### src/rtl/handshake_cond_br_fifo.sv
// Conditional branch with a small condition FIFO so the comparator can run
// ahead of the data path; the head condition steers each data token.
module handshake_cond_br_fifo #(
  parameter int unsigned DATA_TYPE  = 32,
  parameter int unsigned COND_DEPTH = 4
) (
  input  logic                 clk,
  input  logic                 rst,
  input  logic                 condition,
  input  logic                 condition_valid,
  output logic                 condition_ready,
  input  logic [DATA_TYPE-1:0] data,
  input  logic                 data_valid,
  output logic                 data_ready,
  output logic [DATA_TYPE-1:0] trueOut,
  output logic                 trueOut_valid,
  input  logic                 trueOut_ready,
  output logic [DATA_TYPE-1:0] falseOut,
  output logic                 falseOut_valid,
  input  logic                 falseOut_ready
);

  localparam int unsigned PTR_W = (COND_DEPTH > 1) ? $clog2(COND_DEPTH) : 1;
  localparam int unsigned CNT_W = $clog2(COND_DEPTH + 1);
  localparam logic [PTR_W-1:0] LAST_PTR = PTR_W'(COND_DEPTH - 1);
  localparam logic [CNT_W-1:0] FULL_CNT = CNT_W'(COND_DEPTH);

  logic [COND_DEPTH-1:0] storage;
  logic [PTR_W-1:0]      rd_ptr;
  logic [PTR_W-1:0]      wr_ptr;
  logic [CNT_W-1:0]      count;

  logic head;
  logic head_valid;
  logic fire_ok;
  logic sel_ready;
  logic push;
  logic pop;

  always_comb begin
    head            = storage[rd_ptr];
    // Gating with rst keeps every handshake quiet on the first reset cycle
    head_valid      = ~rst & (count != '0);
    condition_ready = ~rst & (count < FULL_CNT);
    fire_ok         = head_valid & data_valid;
    trueOut_valid   = fire_ok & head;
    falseOut_valid  = fire_ok & ~head;
    sel_ready       = head ? trueOut_ready : falseOut_ready;
    data_ready      = fire_ok & sel_ready;
    trueOut         = data;
    falseOut        = data;
    push            = condition_valid & condition_ready;
    pop             = data_ready;
  end

  always_ff @(posedge clk) begin
    if (rst) begin
      rd_ptr <= '0;
      wr_ptr <= '0;
      count  <= '0;
    end else begin
      if (push) begin
        storage[wr_ptr] <= condition;
        wr_ptr <= (wr_ptr == LAST_PTR) ? '0 : wr_ptr + 1'b1;
      end
      if (pop) begin
        rd_ptr <= (rd_ptr == LAST_PTR) ? '0 : rd_ptr + 1'b1;
      end
      case ({push, pop})
        2'b10:   count <= count + 1'b1;
        2'b01:   count <= count - 1'b1;
        default: count <= count;
      endcase
    end
  end

endmodule

### config.mk
export PLATFORM = sky130hd
export DESIGN_NAME = handshake_cond_br_fifo
export DESIGN_NICKNAME = d
export VERILOG_FILES = /design/src/rtl/handshake_cond_br_fifo.sv
export SDC_FILE = /design/constraint.sdc
export NUM_CORES = 1
export LEC_CHECK = 0
export CORE_MARGIN = 3
export CORE_UTILIZATION = 28
export CTS_BUF_LIST = sky130_fd_sc_hd__clkbuf_2
export DETAILED_ROUTE_END_ITERATION = 12
export MAX_ROUTING_LAYER = met4
export PLACE_DENSITY = 0.79
export SETUP_SLACK_MARGIN = 0.2
export SLEW_MARGIN = 0
export SYNTH_ARGS = -nofsm -noshare
export SYNTH_HDL_FRONTEND = slang
export SYNTH_SLANG_ARGS = --single-unit
### constraint.sdc
create_clock -name clk -period 3 [get_ports clk]
set_clock_uncertainty 0.15 [all_clocks]
set_input_delay 0.9 -clock clk [delete_from_list [all_inputs] [get_ports clk]]
set_output_delay 0.9 -clock clk [all_outputs]
set_load 0.01 [all_outputs]
### Word level (Yosys, flattened, before mapping)

Cells that the tools add are included.
Widths: inputs -> output; s select.

| word-level totals | value |
|---|---|
| input port bits | 39 |
| output and inout port bits | 68 |
| logic and storage cells | 38 |
| bits in registers | 11 |

| cells by class | value |
|---|---|
| muxes and demuxes | 9 |
| magnitude comparators | 4 |
| equal/unequal tests | 4 |
| reduce and logical (&&, ||, !) cells | 4 |
| bitwise operators | 9 |
| $add $sub $neg | 4 |

Operators with widths:

| kind | number |
|---|---|
| $and 1x1->1 | 7 |
| $eq 2x2->1 const B | 3 |
| $lt 2x3->1 const B | 2 |
| $pmux 3 s2 | 1 |
| $add 2x1->2 const B | 2 |
| $bwmux 4 | 1 |
| $mux 2 | 2 |
| $add 3x1->3 const B | 1 |
| $lt 3x3->1 const B | 1 |
| $mux 1 | 3 |
| $reduce_bool 3->1 | 1 |
| $sub 3x1->3 const B | 1 |
| $bmux 1 s2 | 1 |
| $demux 1 s2 | 1 |
| $eq 2x1->1 const B | 1 |
| $ge 2x1->1 const B | 1 |
| $not 1->1 | 2 |
| $reduce_and 2->1 | 1 |
| $reduce_bool 2->1 | 1 |
| $logic_and 1x1->1 | 1 |

### Longest topological paths before layout

Gate-level depths: netlist of the first run.

| depth | value |
|---|---|
| depth in word-level cells | 6 |
| depth in mapped cells | 10 |
| depth with buffers taken out | 9 |

### Worst setup path after synthesis of the first run

No wires, ideal clock.

| timing | value |
|---|---|
| path kind | input to register |
| from | in rst |
| to | reg count[2] |
| stages | 10 |
| data arrival time | 2.796 ns |
| library setup time | 0.070 ns |
| required time | 2.780 ns |
| path buffers | 1 |
| slack | -0.016 ns |
| cell sequence | clkbuf_1 -> nor2b_1 -> and4bb_2 -> or2_4 -> ha_1 -> inv_1 -> fa_1 -> xor2_1 -> or3_1 -> a21oi_1 |

| on the way | value |
|---|---|
| word-level cells in the longest chain between the ends | 6 |
| elaborated cells between the ends (all ways) | 10 |
| classes of those cells | eq/ne: 2; mux: 1; bitwise: 6; reduce/logical: 1 |

Ends and longest elaborated chain:

| element | RTL line | RTL |
|---|---|---|
| start: declaration | 8 | `input logic rst,` |
| $not 1->1 (no line) * | n/a |  |
| $and 1x1->1 * | 43 | `head_valid = ~rst & (count != '0);` |
| $and 1x1->1 * | 45 | `fire_ok = head_valid & data_valid;` |
| $and 1x1->1 * | 49 | `data_ready = fire_ok & sel_ready;` |
| named net data_ready | 14 | `output logic data_ready,` |
| $eq 2x1->1 / $eq 2x2->1 (equally long branches) | 69 | `case ({push, pop})` |
| $pmux 3 s2 / $reduce_bool 2->1 (equally long branches) | n/a |  |
| end signal: assignment | 70 | `2'b10: count <= count + 1'b1;` |
| end signal: assignment | 71 | `2'b01: count <= count - 1'b1;` |
| end signal: assignment | 72 | `default: count <= count;` |
| end: declaration | 31 | `logic [CNT_W-1:0] count;` |

Mark *: on every way through the listed nets, which the timed path passes. The rest lies on a longest branch.
A chain may end at the register's enable or synchronous reset.

### Worst setup path in the final report of the first run

| timing | value |
|---|---|
| from | in rst |
| to | out data_ready |

| on the way | value |
|---|---|
| word-level cells in the longest chain between the ends | 4 |

Ends and longest elaborated chain:

| element | RTL line |
|---|---|
| $not 1->1 (no line) | n/a |
| $and 1x1->1 | 43 |
| $and 1x1->1 | 45 |
| $and 1x1->1 | 49 |
| end: declaration | 14 |

Every way passes these cells.

==> results of run 1 <==
## cell type report
cell class / count / area, um^2
clock buffer: 4 / 20.0
fill: 431 / 2850
inverter: 6 / 22.5
multi-input combinational: 41 / 363
timing repair buffer: 20 / 166
tap: 48 / 60.1
sequential: 11 / 262
## routing by layer
metal / global-route usage / vias up / wire, um
li1: - / 250 / -
met1: 0.0626 / 255 / 520
met2: 0.129 / 14 / 884
met3: 0.0308 / 4 / 125
met4: 0.0462 / 0 / 25
met5: - / - / 0
## through the flow
stage / total power [mW] / setup slack (ns)
after floorplan: 0.303 / 0.190
after global placement: 0.240 / -0.520
after detailed placement: 0.247 / -0.519
after CTS: 0.332 / 0.168
after global routing: 0.346 / 0.0778
final: 0.327 / 0.159
## critical path, delay by kind of cell
family / cells / cell delay [ns]
buffers and inverters: 2 / 0.34
AND/OR/NAND/NOR: 3 / 0.55
## worst paths after layout
kind | slack (ns) | endpoint | startpoint
setup / recovery | 0.16 | data_ready | rst
hold / removal | 0.37 | rd_ptr[1]$_SDFFE_PP0P_ | rd_ptr[1]$_SDFFE_PP0P_
setup reg to reg | 0.18 | count[2]$_SDFFE_PP0P_ | rd_ptr[0]$_SDFFE_PP0P_
hold reg to reg | 0.37 | rd_ptr[1]$_SDFFE_PP0P_ | rd_ptr[1]$_SDFFE_PP0P_
## cell families (layout without fill, tap and decap cells)
family	count (synthesis)	after routing	synth area share
xor gates and xnor gates	2	2	0.0159
DFF	11	11	0.236
buffers and inverters	71	30	0.459
adders and majority gates	7	7	0.0862
AOI/OAI and AO/OA	9	9	0.0521
muxes	1	1	0.0204
and+or+nand+nor	22	22	0.130
## state kept, by name, summed over array words and instances (netlist names)
register,count
wr_ptr,2
count,3
storage,4
rd_ptr,2
## layout by cell type, fill, tap and decap left out, types with 2 or more instances in the layout
cell,n
edfxtp_1,4
dlygate4sd2_1,3
clkdlybuf4s50_1,2
ha_1,5
o31ai_1,2
clkbuf_2,4
inv_1,5
and3_1,4
nor2_1,5
buf_6,3
buf_4,8
o21ai_0,3
dfxtp_1,6
buf_2,3
or3_1,2
xor2_1,2
o21ai_2,2
## power breakdown
part	switching (mW)	internal, mW
clock network	0.0495	0.0354
registers	0.00694	0.164
logic	0.0340	0.0378
total	0.0904	0.237
## timing repair
item / in CTS / in global routing
hold buffers: 0 / 0
endpoints found under the setup margin: 6 / 3
setup buffers: 2 / 0
resized for setup: 23 / 4
pin swaps: 2 / 3
==> flow_metrics.py, run 1 <==
metrics = {
    "cells_and_area": {
        "fin_cells": 130,
        "utilization": 0.239,
        "antennaDiodeCount": 0,
        "stdcell_area_um2": 893,
        "area_growth_pct": -19.0,
        "drive_gt1_frac": 0.390,
        "nets": 129,
    },
    "routing": {
        "drt_iter0_markers": 7,
        "totalWireLength_mm": 1.56,
        "drtPass1Iterations": 4,
        "drc": 0,
        "viasPerCell": 4.02,
        "route.vias.total": 523,
        "ant_nets": 0,
        "drt-wirelength-per-cell_um": 12.0,
    },
    "sta": {
        "max_slew_margin": 0.730,
        "worst_slew_pin_slew_ns": 0.402,
        "drv_slew": 0,
        "setup-tns-final_ns": 0,
        "rsz0062_at_grt": "yes",
        "fin_crit_sh": 0.947,
        "fin_crit_ns": 2.84,
        "whs_ns": 0.368,
        "setup_viol": 0,
        "max_freq_mhz": 352,
        "hold_violations": 0,
    },
    "floorplan": {
        "core_um2": 3740,
        "dieArea_um2": 4730,
        "die_h_um": 68.8,
        "start_util": 0.295,
        "die_w_um": 68.8,
        "io_pins": 107,
        "num_rows": 22,
    },
    "logic_synthesis": {
        "synthTopCellsByCount": "64 x buf_4, 7 x dfxtp_1, 6 x ha_1, 6 x inv_1, 5 x nor2_1",
        "synth_fp_nets": 169,
        "syn_avg_cell_area_um2": 8.97,
        "ys_seq_area_frac": 0.236,
        "postSynthRegisterBits": 11,
        "synth_area_leaders": "buf_4 44%, dfxtp_1 13%, edfxtp_1 11%",
        "synth_top_area_frac": 0.435,
        "synth_top_area_cell": "buf_4",
        "synth_edf_count": 4,
        "synthFlopType": "dfxtp_1",
        "synth-warning-count": 0,
        "syn_area_um2": 1100,
        "yosysMostFrequentCell": "buf_4",
        "netlist_instances": 123,
        "async_flop_share": 0,
        "synthDistinctLibCells": 27,
    },
    "worst_setup_path": {
        "cp-start-kind": "primary input",
        "slowest_stage": "or2_4",
        "crit_path_end_kind": "primary output",
        "path_max_fanout": 3,
        "worstSetupPathType": "in -> out",
        "cp_slowest_stage_delay_ns": 0.27,
        "worstPathCellList": "clkdlybuf4s15_2, nor2b_4, and4bb_2, or2_4, buf_6",
        "critical_path_required_ns": 1.95,
        "reg2reg_depth": 10,
        "cp.arrival_ns": 1.79,
    },
    "place": {
        "dp_hpwl_mm": 1.20,
        "portBuffers": 10,
        "dp_cells": 124,
        "placed_cell_area_um2": 862,
        "gp_congestion": 0.717,
    },
    "clock_network": {
        "clock-root-buffer": "clkbuf_2",
        "htree_levels": 1,
        "clk_latency_ns": 0.26,
        "cts_tree": "yes",
        "clkSlewWorstSetupHoldPaths_ns": 0.10,
        "clock-sinks": 11,
        "cts_buffers": 3,
        "max-clock-path-buffers": 2,
    },
    "min_path": {
        "holdPathStages": 2,
        "hp-class": "reg -> reg",
    },
    "global_routing": {
        "grt_remaining_overflow": 0,
        "grtUsageTotal": 0.0727,
        "grt_pass1_vias": 548,
        "antenna_found_initial": 0,
        "grt_max_degree": 9,
        "grt_first_pass_wirelength_mm": 2.44,
    },
    "flow_run": {
        "max_cap_violations": 0,
    },
    "pwr": {
        "power_density_nw_per_um2": 367,
        "peakVddDrop_mv": 0.166,
        "power.leakage_nw": 0.376,
    },
    "outcome": {
        "status": "complete, no violations",
    },
}
No activity file was read; power rests on OpenSTA's default activity.
==> inputs of run 2 (changes only) <==
SLEW_MARGIN = not set   (was 0)
==> results of run 2 <==
The final DEF is identical to that of run 1; final timing and power are the same.
